### config.mk
export PLATFORM = sky130hd
export DESIGN_NAME = game_sequencer
export DESIGN_NICKNAME = d
export VERILOG_FILES = /design/src/rtl/snake_pkg.sv /design/src/rtl/game_sequencer_move_tick_gen.sv /design/src/rtl/game_sequencer.sv
export SDC_FILE = /design/constraint.sdc
export NUM_CORES = 1
export LEC_CHECK = 0
export CAP_MARGIN = 30
export CORE_MARGIN = 5
export CORE_UTILIZATION = 28
export DETAILED_ROUTE_END_ITERATION = 8
export PLACE_DENSITY = 0.4
export SLEW_MARGIN = 20
export SYNTH_ARGS = -nofsm -noshare
export SYNTH_HDL_FRONTEND = slang
export SYNTH_HIERARCHICAL = 1
export SYNTH_SLANG_ARGS = --single-unit
### constraint.sdc
create_clock -name CLK -period 3.73 [get_ports CLK]
set_input_delay 0.746 -clock CLK [delete_from_list [all_inputs] [get_ports CLK]]
set_output_delay 0.746 -clock CLK [all_outputs]
set_load 0.1 [all_outputs]
### src/rtl/snake_pkg.sv
// Shared codes for the snake game: committed directions and game phases.
// Direction codes are chosen so that the opposite direction is a flip of bit 1.
package snake_pkg;

  typedef enum logic [1:0] {
    DIR_UP    = 2'b00,
    DIR_RIGHT = 2'b01,
    DIR_DOWN  = 2'b10,
    DIR_LEFT  = 2'b11
  } dir_e;

  typedef enum logic [1:0] {
    ST_IDLE = 2'd0,
    ST_PLAY = 2'd1,
    ST_WIN  = 2'd2,
    ST_LOSE = 2'd3
  } state_e;

  function automatic dir_e reverse_dir(input dir_e d);
    return dir_e'(d ^ 2'b10);
  endfunction

endpackage

### src/rtl/game_sequencer_move_tick_gen.sv
// Move-rate divider: counts 0..TICK_DIV-1 while enabled and emits a registered
// one-cycle tick on the wrap edge; at_max lets the parent act on that same edge.
module move_tick_gen #(
  parameter int TICK_DIV = 25000000
) (
  input  logic clk,
  input  logic rst,
  input  logic en,
  input  logic clr,
  output logic at_max,
  output logic tick
);

  localparam int CNT_W = (TICK_DIV > 1) ? $clog2(TICK_DIV) : 1;
  localparam logic [CNT_W-1:0] CNT_MAX = CNT_W'(TICK_DIV - 1);

  logic [CNT_W-1:0] cnt_q, cnt_d;
  logic             tick_q, tick_d;

  assign at_max = (cnt_q == CNT_MAX);
  assign tick   = tick_q;

  always_comb begin
    // NOTE: every combinational output gets a default first so no path can infer a latch.
    cnt_d  = cnt_q;
    tick_d = 1'b0;
    if (clr) begin
      cnt_d = '0;
    end else if (en) begin
      tick_d = at_max;
      cnt_d  = at_max ? '0 : cnt_q + 1'b1;
    end
  end

  always_ff @(posedge clk or posedge rst) begin
    if (rst) begin
      cnt_q  <= '0;
      tick_q <= 1'b0;
    end else begin
      cnt_q  <= cnt_d;
      tick_q <= tick_d;
    end
  end

endmodule

### src/rtl/game_sequencer.sv
// Snake game master controller: phase FSM, move strobe, button arbitration
// into one committed direction per move (no reversal), and score keeping.
module game_sequencer
  import snake_pkg::*;
#(
  parameter int TICK_DIV     = 25000000,
  parameter int SCORE_TARGET = 10
) (
  input  logic       CLK,
  input  logic       RESET,
  input  logic       LEFT,
  input  logic       RIGHT,
  input  logic       UP,
  input  logic       DOWN,
  input  logic       COLLISION,
  input  logic       TARGET_EATEN,
  output logic       MOVE_TICK,
  output logic [1:0] DIRECTION,
  output logic       SNAKE_INIT,
  output logic [1:0] GAME_STATE,
  output logic [3:0] SCORE
);

  localparam logic [3:0] SCORE_WIN = 4'(SCORE_TARGET);

  state_e     state_q, state_d;
  dir_e       dir_q, dir_d;
  dir_e       pend_q, pend_d;
  logic [3:0] score_q, score_d;
  logic       snake_init_q, snake_init_d;
  logic [3:0] btn_prev_q, btn_prev_d;

  logic [3:0] btn, press;
  logic       any_press;
  dir_e       press_dir;
  logic       stay_play;
  logic       at_max;

  // Bit order {UP, DOWN, LEFT, RIGHT} matches the press priority.
  assign btn       = {UP, DOWN, LEFT, RIGHT};
  assign press     = btn & ~btn_prev_q;
  assign any_press = |press;

  always_comb begin
    press_dir = DIR_RIGHT;
    if      (press[3]) press_dir = DIR_UP;
    else if (press[2]) press_dir = DIR_DOWN;
    else if (press[1]) press_dir = DIR_LEFT;
  end

  always_comb begin
    state_d      = state_q;
    dir_d        = dir_q;
    pend_d       = pend_q;
    score_d      = score_q;
    snake_init_d = 1'b0;
    btn_prev_d   = btn;

    case (state_q)
      ST_IDLE: begin
        if (any_press) begin
          state_d      = ST_PLAY;
          score_d      = '0;
          dir_d        = press_dir;
          pend_d       = press_dir;
          snake_init_d = 1'b1;
        end
      end
      ST_PLAY: begin
        if (any_press && (press_dir != reverse_dir(dir_q))) pend_d = press_dir;
        // Collision takes precedence over a simultaneous eat.
        if (COLLISION) begin
          state_d = ST_LOSE;
        end else if (TARGET_EATEN) begin
          score_d = score_q + 4'd1;
          if (score_d == SCORE_WIN) state_d = ST_WIN;
        end
      end
      default: begin
        if (any_press) state_d = ST_IDLE;
      end
    endcase

    // The tick only fires while play continues, so leaving PLAY freezes direction.
    stay_play = (state_q == ST_PLAY) && (state_d == ST_PLAY);
    if (stay_play && at_max) dir_d = pend_d;
  end

  always_ff @(posedge CLK or posedge RESET) begin
    if (RESET) begin
      state_q      <= ST_IDLE;
      dir_q        <= DIR_RIGHT;
      pend_q       <= DIR_RIGHT;
      score_q      <= '0;
      snake_init_q <= 1'b0;
      btn_prev_q   <= '0;
    end else begin
      state_q      <= state_d;
      dir_q        <= dir_d;
      pend_q       <= pend_d;
      score_q      <= score_d;
      snake_init_q <= snake_init_d;
      btn_prev_q   <= btn_prev_d;
    end
  end

  move_tick_gen #(.TICK_DIV(TICK_DIV)) u_tick (
    .clk    (CLK),
    .rst    (RESET),
    .en     (stay_play),
    .clr    (!stay_play),
    .at_max (at_max),
    .tick   (MOVE_TICK)
  );

  assign DIRECTION  = dir_q;
  assign GAME_STATE = state_q;
  assign SCORE      = score_q;
  assign SNAKE_INIT = snake_init_q;

endmodule

==> impl_metrics.env <==
export IMPL_cts_path_max_buffers=2
export IMPL_r2r_worst_path_cells=6
export IMPL_cp_max_fo=24
export IMPL_slew_viol_final=0
export IMPL_relSlewSlack=0.349
export IMPL_dr_pass1_iters=4
export IMPL_drive_gt1_frac=0.111
export IMPL_antenna_cells=0
export IMPL_status="finished, final reports clean"
export IMPL_worstSkewPairLatency_ns=0.29
export IMPL_crit_type="primary input to flip-flop"
export IMPL_finalClockSkew_ns=0.0104
export IMPL_setup_viol=0
export IMPL_final_common_cell="dfrtp_1"
export IMPL_worst_setup_path_end_kind="flip-flop"
export IMPL_finalHoldViolCount=0
export IMPL_cts_resized_gates=0
export IMPL_powerDensity_nw_per_um2=517
export IMPL_area_growth_syn_to_layout_pct=14.1
export IMPL_cts_buffers_inserted=5
export IMPL_grt_use_total=0.118
export IMPL_period_needed_ns=2.91
export IMPL_num_vias=2136
export IMPL_syn_area_um2=2590
export IMPL_cts_tree="built"
export IMPL_finalPower_mw=1.53
export IMPL_fp_dieW_um=106
export IMPL_gp_congestion=0.737
export IMPL_synthFlopType="dfrtp_1"
export IMPL_fin_crit_sh=0.780
export IMPL_layout_cells_non_filler=408
export IMPL_initial_utilization=0.283
export IMPL_antenna_left=0
export IMPL_async_flop_share=1.00
export IMPL_hold_path_class="flip-flop to flip-flop"
export IMPL_synth_seq_cells=41
export IMPL_io_buffers=17
export IMPL_syn_nets=296
export IMPL_grt_max_degree=27
export IMPL_htree_levels=2
export IMPL_dp_hpwl_mm=4.48
export IMPL_wirelength_mm=6.31
export IMPL_peakVddDrop_mv=0.258
export IMPL_hold_depth=2
export IMPL_cts_root_buf="clkbuf_8"
export IMPL_ys_seq_area_frac=0.397
export IMPL_num_rows=35
export IMPL_synth_cell_types=60
export IMPL_path_clk_slew_ns=0.08
export IMPL_max_freq_mhz=344
export IMPL_pre_cts_ws_ns=0.503
export IMPL_fin_ws_ns=0.821
export IMPL_dieArea_um2=11300
export IMPL_drcViolationCount=0
export IMPL_grt_pass1_wl_mm=10.7
export IMPL_cp_arrival_ns=3.13
export IMPL_p_leak_nw=1.19
export IMPL_maxCapViolations=0
export IMPL_cts_setup_buffers=0
export IMPL_placedCellCount=400
export IMPL_avgViaCountPerCell=5.24
export IMPL_wl_per_cell_um=15.5
export IMPL_avgSynthCellArea_um2=9.10
export IMPL_globalRouteOverflowTotal=0
export IMPL_drt_iter0_markers=85
export IMPL_grt_pass1_vias=1937
export IMPL_die_h_um=106
export IMPL_crit_required_ns=3.95
export IMPL_rsz0062_at_grt="no"
export IMPL_layout_nets=307
export IMPL_cts_sinks=41
export IMPL_synthCells=285
export IMPL_postCtsHoldBufs=0
export IMPL_synth_edff_count=0
export IMPL_worst_pin_slew_ns=0.973
export IMPL_yosysWarnings=6
export IMPL_start_kind="primary input"
export IMPL_antenna_found_initial=0
export IMPL_final_cell_mix="dfrtp_1, nor2_1, nand3_1"
export IMPL_coreArea_um2=9150
export IMPL_timing_setup_tns_ns=0
export IMPL_boundaryPins=18
-- synth_stat cells, types with 5 or more instances --
cell type	n	area, um^2
o21ai_0	9	45.0
nand2_1	21	78.8
nor3b_1	5	37.5
inv_1	11	41.3
dfrtp_1	39	976
a31oi_1	6	37.5
nor2_1	27	101
xnor2_1	5	43.8
clkbuf_1	11	41.3
nand4_1	5	31.3
xor2_1	7	61.3
nor3_1	9	45.0
nand2b_1	6	37.5
or4_1	6	45.0
nand3_1	22	110
a21oi_1	15	75.1
and3_1	5	31.3
-- sequential cells by signal, indices dropped and copies added, names as in the netlist --
register	cells
pend_q	2
DIRECTION	2
btn_prev_q	4
u_tick/cnt_q	25
SCORE	4
GAME_STATE	2
u_tick/tick	1
SNAKE_INIT	1
-- metal layers --
layer  GRT usage  vias up  share of wire
li1            -     1064              -
met1       0.182     1036           0.52
met2       0.165       30           0.43
met3      0.0176        6          0.031
met4      0.0389        0          0.014
met5           0        -              0
-- worst paths after layout --
kind / slack, ns / startpoint / endpoint
max reg2reg: 1.05 / GAME_STATE[0]$_DFF_PP0_ / u_tick/cnt_q[21]$_DFFE_PP0P_
max: 0.82 / COLLISION / u_tick/cnt_q[21]$_DFFE_PP0P_
min in group asynchronous: 0.84 / RESET / u_tick/cnt_q[16]$_DFFE_PP0P_
min: 0.51 / pend_q[0]$_DFF_PP1_ / pend_q[0]$_DFF_PP1_
min reg2reg: 0.51 / pend_q[0]$_DFF_PP1_ / pend_q[0]$_DFF_PP1_
max in group asynchronous: 2.47 / RESET / pend_q[1]$_DFF_PP0_
-- cell families after synthesis --
family,count (synthesis),synth area share
buf+inv,28,0.0473
xor+xnor,12,0.0405
fa+ha+maj,3,0.0145
mux,7,0.0285
simple gates,139,0.327
flops,41,0.397
compound gates,55,0.146
-- worst max-delay path: stages --
cell and delay [ns]:
clkdlybuf4s50_1 0.45, nor3b_4 0.26, o41ai_1 0.12, o21ba_4 0.44, inv_1 0.35, or4_1 0.58, a31oi_1 0.18
-- cell type report --
type	instances	area [um^2]
timing repair buffer	20	188
tap	111	139
multi-input combinational	216	1440
clock buffer	7	86.3
fill	940	6190
sequential	41	1030
inverter	12	45.0
clock inverter	1	30.0
-- through the flow --
step,cell area (um^2),hold slack (ns),util
after CTS,2960,0.518,0.323
final,2960,0.511,0.323
after floorplan,2590,0.479,-
after detailed placement,2840,0.500,0.311
after global placement,2840,0.505,0.311
after global routing,2960,0.542,0.323
-- power breakdown --
group	switching, mW	leakage [nW]	internal, mW
clock	0.162	0.0585	0.219
combinational	0.405	0.587	0.164
sequential	0.0817	0.545	0.498
total	0.649	1.19	0.881
No activity file was read; power rests on OpenSTA's default activity.
